`src/rtl/result_tx_sequencer_pkg.sv`:
```
// Shared types and constants for the result-to-UART byte sequencer.
package result_tx_sequencer_pkg;

  localparam int unsigned ByteWidth = 8;
  localparam int unsigned WordWidth = 32;

  typedef enum logic [1:0] {
    StIdle,
    StSend,
    StGap,
    StDone
  } state_e;

endpackage

```
`src/rtl/tx_byte_mux.sv`:
```
// Selects one byte of the held word, most significant of the low NUM_BYTES first.
module tx_byte_mux
  import result_tx_sequencer_pkg::*;
#(
  parameter int unsigned NUM_BYTES = 4
) (
  input  logic [WordWidth-1:0] word_i,
  input  logic [1:0]           idx_i,
  output logic [ByteWidth-1:0] byte_o
);

  logic [1:0] sel;

  always_comb begin
    // idx 0 maps to byte NUM_BYTES-1 of the word
    sel = 2'(NUM_BYTES - 1) - idx_i;
    unique case (sel)
      2'd0:    byte_o = word_i[7:0];
      2'd1:    byte_o = word_i[15:8];
      2'd2:    byte_o = word_i[23:16];
      default: byte_o = word_i[31:24];
    endcase
  end

endmodule

```
`src/rtl/result_tx_sequencer.sv`:
```
// Serialises a 32-bit ALU result into NUM_BYTES bytes for a UART transmitter,
// with optional idle gap cycles between accepted bytes.
module result_tx_sequencer
  import result_tx_sequencer_pkg::*;
#(
  parameter int unsigned NUM_BYTES  = 4,
  parameter int unsigned GAP_CYCLES = 0
) (
  input  logic                 clk_i,
  input  logic                 rst_ni,
  input  logic                 result_valid_i,
  input  logic [WordWidth-1:0] result_data_i,
  output logic                 result_ready_o,
  output logic                 tx_valid_o,
  output logic [ByteWidth-1:0] tx_data_o,
  input  logic                 tx_ready_i,
  output logic                 busy_o,
  output logic                 done_o
);

  localparam logic [1:0] IdxLast = 2'(NUM_BYTES - 1);
  localparam logic [7:0] GapLast = 8'((GAP_CYCLES == 0) ? 0 : GAP_CYCLES - 1);
  localparam bit         UseGap  = (GAP_CYCLES > 0);

  state_e               state_q, state_d;
  logic [1:0]           idx_q, idx_d;
  logic [7:0]           gap_q, gap_d;
  logic [WordWidth-1:0] hold_q, hold_d;
  logic [ByteWidth-1:0] mux_byte;

  tx_byte_mux #(
    .NUM_BYTES(NUM_BYTES)
  ) u_byte_mux (
    .word_i(hold_q),
    .idx_i (idx_q),
    .byte_o(mux_byte)
  );

  always_ff @(posedge clk_i or negedge rst_ni) begin
    if (!rst_ni) begin
      state_q <= StIdle;
      idx_q   <= '0;
      gap_q   <= '0;
      hold_q  <= '0;
    end else begin
      state_q <= state_d;
      idx_q   <= idx_d;
      gap_q   <= gap_d;
      hold_q  <= hold_d;
    end
  end

  always_comb begin
    state_d = state_q;
    idx_d   = idx_q;
    gap_d   = gap_q;
    hold_d  = hold_q;
    unique case (state_q)
      StIdle: begin
        if (result_valid_i) begin
          hold_d  = result_data_i;
          idx_d   = '0;
          state_d = StSend;
        end
      end
      StSend: begin
        if (tx_ready_i) begin
          if (idx_q == IdxLast) begin
            state_d = StDone;
          end else begin
            idx_d = idx_q + 2'd1;
            if (UseGap) begin
              gap_d   = '0;
              state_d = StGap;
            end
          end
        end
      end
      StGap: begin
        if (gap_q == GapLast) begin
          gap_d   = '0;
          state_d = StSend;
        end else begin
          gap_d = gap_q + 8'd1;
        end
      end
      StDone: begin
        state_d = StIdle;
      end
      default: begin
        state_d = StIdle;
      end
    endcase
  end

  always_comb begin
    result_ready_o = (state_q == StIdle);
    tx_valid_o     = (state_q == StSend);
    busy_o         = (state_q != StIdle);
    done_o         = (state_q == StDone);
    // Keep the byte bus quiet whenever nothing is offered
    tx_data_o      = tx_valid_o ? mux_byte : '0;
  end

endmodule

```
`config.mk`:
```
export PLATFORM = sky130hd
export DESIGN_NAME = result_tx_sequencer
export DESIGN_NICKNAME = d
export VERILOG_FILES = /design/src/rtl/result_tx_sequencer_pkg.sv /design/src/rtl/tx_byte_mux.sv /design/src/rtl/result_tx_sequencer.sv
export SDC_FILE = /design/constraint.sdc
export NUM_CORES = 1
export LEC_CHECK = 0
export ABC_AREA = 1
export BUFFER_PORTS_ARGS = -buffer_cell sky130_fd_sc_hd__clkbuf_2
export CAP_MARGIN = 10
export CORE_UTILIZATION = 58
export DETAILED_ROUTE_END_ITERATION = 8
export GPL_ROUTABILITY_DRIVEN = 0
export PLACE_DENSITY = 0.84
export SYNTH_ARGS = -nofsm -noshare
export SYNTH_HDL_FRONTEND = slang
export SYNTH_SLANG_ARGS = --single-unit
```
`constraint.sdc`:
```
create_clock -name clk_i -period 2.6 [get_ports clk_i]
set_input_delay 0.13 -clock clk_i [delete_from_list [all_inputs] [get_ports clk_i]]
set_output_delay 0.13 -clock clk_i [all_outputs]
set_load 0.03 [all_outputs]
```
==> flow_summary.toml, run 1 <==
[timing]
finalCritPeriodShare = 0.792
timing.final.ws_setup_ns = 0.540
grt_setup_unrepaired = "no"
finClkSkew_ns = 0.00880
slew_violations = 0
timing.slew.headroom = 0.304
hold_viol = 0
report.final.setup_viol = 0
min_period_ns = 2.06
holdWs_ns = 0.00440
finalSetupTns_ns = 0
maxClockFrequency_mhz = 485
worstMarginPinSlew_ns = 1.04

[cells_and_area]
final_nets = 370
most-common-layout-cells = "nand2_1 (109), clkbuf_2 (47), dfrtp_1 (44), nand3_1 (40), inv_1 (23)"
synthToLayoutAreaGrowth_pct = 14.7
drive_gt1_frac = 0.191
area_used_by_multi_input_combinational_logic_um2 = 960
instances_no_fill = 377
design_area_um2 = 2560
antenna_cells_inserted = 0
final_common_cell = "nand2_1"
layout.filler_cells = 319
regArea_um2 = 1100
finalCoreUtilization = 0.694

[pwr]
share_comb_of_total_power = 0.450
swShare = 0.452
power.static_leakage_nw = 1.43
design_power_total_mw = 2.82
net-switching-power_mw = 1.27
peakVddDrop_mv = 0.615
power_frac_seq = 0.394
cellInternalPower_mw = 1.55
power-per-cell-area_nw_per_um2 = 1100
power.share.clock = 0.156

[global_route]
grt_antenna_before_repair = 0
groute.usage.overall = 0.258
grt_overflow = 0
grt_pass1_vias = 1816
grt_start_max_net_pins = 45
wire_length_of_the_first_global_routing_pass_um = 8090

[synthesis]
netlist_top_cells_area = "dfrtp_1 (49%), nand2_1 (18%), nand3_1 (9.0%)"
synthDominantCellAreaShare = 0.494
post_synth.cell_area_avg_um2 = 7.77
postSynthNetCount = 329
ys_seq_area_frac = 0.494
ys_warn_count = 0
synthesis.area_um2 = 2230
synth_cell_type_count = 20
postSynthCellCount = 287
cell_type_with_the_largest_total_area_after_synthesis = "dfrtp_1"
register_bit_total_from_synthesis = 44

[clock_tree]
worst_skew_pair.late_latency_ns = 0.29
hold_buffers = 0
cts_inserted_buffers = 5
tritoncts_clock_tree = "yes"
cts.sink_count = 44
ctsResizeCount = 0
postCtsSetupRepairBufs = 0
maximum_number_of_buffers_from_clock_root_to_sink = 2
clk_pin_slew_worst_setup_hold_paths_ns = 0.08
ctsRootBufferMaster = "clkbuf_8"
htree_num_levels = 2

[drt]
detail_route.drc_violations = 1
via_count = 1966
routed.top_layer = "met4"
detail-route-antenna-nets = 0
first_iter_violations = 147
avgRoutedWirePerCell_um = 12.1
met3_length_um = 346
total_iterations_of_the_first_detailed_routing_run = 6
via_density_per_instance = 5.21
postRouteWirelength_um = 4550
met2_wirelength_um = 2160
routed_metal_1_wire_length_um = 1990

[placement]
io_buffers = 47
sum_of_net_half_perimeters_after_detailed_placement_um = 3330
place_ws_ns = 0.841
dpl.cell_count = 369
placed_area_um2 = 2460

[critical_path]
worst-endpoint-required_ns = 2.47
slowest_delay_ns = 0.42
worst_setup_path_start_kind = "flip-flop"
crit_path_cell_trace = "inv_1, ha_1, inv_1, o21ai_0, a31oi_1, clkbuf_2"
worstSetupStartpoint = "idx_q[0]"
timing.setup.critical_path_class = "flip-flop to output port"
setup.worst_path.end_class = "output port"
r2r_setup_slack_ns = 0.93
path_common_cell = "inv_1"
critPathMaxFanout = 9
crit-reg2reg-launch = "state_q[0]"
r2r_end = "hold_q[3]"
cp_data_arrival_time_ns = 1.93
critPathSlowestCell = "dfrtp_1"
reg2regPathDepth = 4

[flow_run]
maxCapViolCount = 0

[floorplan]
num_rows = 22
chipWidth_um = 64.0
boundaryPins = 48
core_area_um2 = 3690
floorplan.die.height_um = 64.0
start_util = 0.605
dieArea_um2 = 4100

[min_path]
worstHoldPathType = "input pin to async pin"

[run_status]
failing_checks = "DRC"
outcome = "finished, violations left"
critical path: cells and delay by family, from the launching register on:
family / cells / cell delay (ns)
adders and majority gates: 1 / 0.32
AOI/OAI and AO/OA: 2 / 0.33
DFF: 1 / 0.42
buffers and inverters: 3 / 0.57
flip-flops by register name, summed over array words and instances, names as in the netlist:
| signal | count |
|---|---|
| idx_q | 2 |
| hold_q | 32 |
| gap_q | 8 |
| state_q | 2 |
layer usage:
metal  track usage  vias to the layer above
met4        0.0625                        0
met2         0.416                       75
met1         0.345                      895
li1              -                      991
met3        0.0696                        5
met5             0                        -
cell type report:
class / instances / area share
Sequential cell: 44 / 0.430
Multi-Input combinational cell: 203 / 0.375
Timing Repair Buffer: 49 / 0.0978
Inverter: 25 / 0.0367
Clock buffer: 7 / 0.0337
Tap cell: 48 / 0.0235
Clock inverter: 1 / 0.00293
cell usage after synthesis, drive strengths merged:
library cell and n:
inv 25, a21oi 9, buf 11, nand3b 1, nand2 111, nor2 10, dfrtp 44, ha 6
o21ai 14, nand4 2, xor2 2, a31oi 8, clkbuf 4, nand3 40
worst max path at each step:
| stage | to | slack [ns] | depth (start not counted) |
|---|---|---|---|
| final | tx_data_o[6] | 0.54 | 6 |
| after global routing | tx_data_o[5] | 0.33 | 6 |
| after CTS | tx_data_o[5] | 0.52 | 6 |
| after detailed placement | tx_data_o[5] | 0.84 | 6 |
| after global placement | tx_data_o[5] | 0.91 | 6 |
| after floorplan | tx_data_o[0] | 0.91 | 6 |
kinds of logic after synthesis:
kind of cell | count (synthesis) | share of synthesized area
adder cells (fa/ha/maj) | 6 | 0.0337
AO/OA/AOI/OAI | 31 | 0.0740
flip-flops | 44 | 0.494
buffers and inverters | 40 | 0.0763
AND/OR/NAND/NOR | 164 | 0.315
XOR/XNOR | 2 | 0.00785
power by group through the flow:
stage               clock, mW  combinational, mW  sequential, mW
finish                  0.441               1.27            1.11
global route            0.475               1.44            1.15
CTS                     0.455               1.28            1.11
detailed placement          0               1.28            1.12
global placement            0               1.25            1.11
floorplan                   0              0.984            1.08
(Power assumes the default switching activity.)
==> inputs of run 2 (changes only) <==
- CORE_UTILIZATION: 58 -> 49
- PLACE_DENSITY: 0.84 -> 0.76
- clock period: 2.6 -> 1.8 ns (I/O delays scaled with it)
==> run 2 against run 1 <==
Net effect: the flow now finishes without violations; core utilization fell by 9.1 points; sequential share of layout area shrank 1.1 points; wire length grew 8.0%; die area grew 18%; critical path depth unchanged; critical path type unchanged; critical endpoint is now tx_data_o[2]; largest power group unchanged.
==> flow_summary.toml, run 2 (synthesis results as in run 1) <==
[placement]
place_ws_ns = 0.286
sum_of_net_half_perimeters_after_detailed_placement_um = 3480
io_buffers = 47
placed_area_um2 = 2490

[drt]
via_count = 1984
detail-route-antenna-nets = 0
avgRoutedWirePerCell_um = 12.8
detail_route.drc_violations = 0
postRouteWirelength_um = 4910
via_density_per_instance = 5.18
total_iterations_of_the_first_detailed_routing_run = 4
first_iter_violations = 102

[critical_path]
setup.worst_path.end_class = "output port"
slowest_delay_ns = 0.42
critPathSlowestCell = "dfrtp_1"
cp_data_arrival_time_ns = 1.63
worst-endpoint-required_ns = 1.71
critPathMaxFanout = 8
cell_family_with_most_cp_delay = "buffers and inverters"
timing.setup.critical_path_class = "flip-flop to output port"
path_common_cell = "inv_2"
worst_setup_path_start_kind = "flip-flop"
crit_path_cell_trace = "inv_2, ha_1, inv_2, o21ai_0, a31oi_1, clkbuf_2"
worstPathBufferInverterCount = 3

[cells_and_area]
regArea_um2 = 1100
layout.filler_cells = 385
final_common_cell = "nand2_1"
synthToLayoutAreaGrowth_pct = 17.7
most-common-layout-cells = "nand2_1 (109), dfrtp_1 (44), nand3_1 (40), clkbuf_2 (40), inv_1 (20)"
antenna_cells_inserted = 0
drive_gt1_frac = 0.215
area_used_by_multi_input_combinational_logic_um2 = 967
max_flop_register = "hold_q"
design_area_um2 = 2630
final_nets = 374
reg_top3 = "hold_q: 32 flops, gap_q: 8 flops"
number_of_flip_flops_in_the_largest_register = 32

[global_route]
grt_overflow = 0
grt_antenna_before_repair = 0
groute.usage.overall = 0.224
grt_start_max_net_pins = 45
grt_pass1_vias = 1856
wire_length_of_the_first_global_routing_pass_um = 8480

[clock_tree]
worst_skew_pair.late_latency_ns = 0.29
tritoncts_clock_tree = "yes"
clk_pin_slew_worst_setup_hold_paths_ns = 0.08
cts.sink_count = 44
postCtsSetupRepairBufs = 0
maximum_number_of_buffers_from_clock_root_to_sink = 2
htree_num_levels = 2
cts_inserted_buffers = 5
ctsRootBufferMaster = "clkbuf_8"

[timing]
slew_violations = 0
maxClockFrequency_mhz = 580
finalSetupTns_ns = 0
report.final.setup_viol = 0
hold_viol = 0
finClkSkew_ns = 0.00536
grt_setup_unrepaired = "no"
worstMarginPinSlew_ns = 0.582
timing.slew.headroom = 0.611
min_period_ns = 1.72
timing.final.ws_setup_ns = 0.0771
finalCritPeriodShare = 0.957
holdWs_ns = 0.0193

[pwr]
net-switching-power_mw = 1.88
power-per-cell-area_nw_per_um2 = 1640
power.static_leakage_nw = 1.45
power.share.clock = 0.165
cellInternalPower_mw = 2.42
peakVddDrop_mv = 0.948
swShare = 0.437
power_frac_seq = 0.380
share_comb_of_total_power = 0.455

[floorplan]
core_area_um2 = 4350
chipWidth_um = 69.5
floorplan.die.height_um = 69.5
start_util = 0.512
num_rows = 24
boundaryPins = 48
dieArea_um2 = 4830

[run_status]
outcome = "finished, final reports clean"

[flow_run]
maxCapViolCount = 0

[min_path]
worstHoldPathType = "input pin to flip-flop"
==> run 2: changes by cell type in the layout (fill, tap and decap cells not counted), sizes merged <==
cell,previous run,this run
clkbuf,54,45
buf,2,12
dlygate4sd3,0,1
bufinv,0,1
clkinvlp,1,0
==> run 2: layer usage <==
metal,routed length (um),up-vias,GRT usage
met5,0,-,0
met4,99,0,0.0703
met3,254,9,0.0480
met2,2200,64,0.331
met1,2350,910,0.329
li1,-,1001,-
==> run 2: final cells by class <==
class | instances | area share
Clock buffer | 5 | 0.0262
Clock inverter | 1 | 0.0114
Inverter | 25 | 0.0367
Multi-Input combinational cell | 203 | 0.368
Sequential cell | 44 | 0.419
Tap cell | 52 | 0.0248
Timing Repair Buffer | 53 | 0.113
==> run 2: what timing repair did <==
action                                  in CTS  in global routing
hold buffers                                 1                  0
gates cloned                                 0                  0
resized for setup                            2                 20
hold endpoints to repair                    44                  0
endpoints found under the setup margin       8                  8
==> run 2: final timing paths <==
kind / start / end / slack, ns / depth (start not counted)
setup / recovery: idx_q[0] / tx_data_o[2] / 0.08 / 6
hold / removal: result_data_i[26] / hold_q[26] / 0.02 / 3
setup reg to reg: state_q[0] / hold_q[12] / 0.39 / 4
hold reg to reg: hold_q[4] / hold_q[4] / 0.47 / 2
max in group asynchronous: rst_ni / hold_q[3] / 1.03 / 3
min in group asynchronous: rst_ni / gap_q[2] / 0.40 / 3
==> run 2: worst register-to-register path, cell delays in order (launching register included) <==
cell and delay [ns]:
dfrtp_1 0.49, nor2_4 0.20, nand2_2 0.37, nand2_1 0.18, nand2_1 0.06
==> run 2: power by group through the flow <==
stage | Sequential, mW | Combinational [mW] | Clock, mW
after CTS | 1.62 | 1.90 | 0.731
after global placement | 1.63 | 1.85 | 0
after global routing | 1.68 | 2.18 | 0.771
after detailed placement | 1.63 | 1.88 | 0
final | 1.63 | 1.96 | 0.712
after floorplan | 1.55 | 1.42 | 0
==> run 2: through the flow <==
step | power [mW] | cells | util
global route | 4.63 | 383 | 0.603
CTS | 4.25 | 383 | 0.598
detailed placement | 3.51 | 376 | 0.572
global placement | 3.48 | 376 | 0.572
floorplan | 2.98 | 287 | -
finish | 4.30 | 383 | 0.603
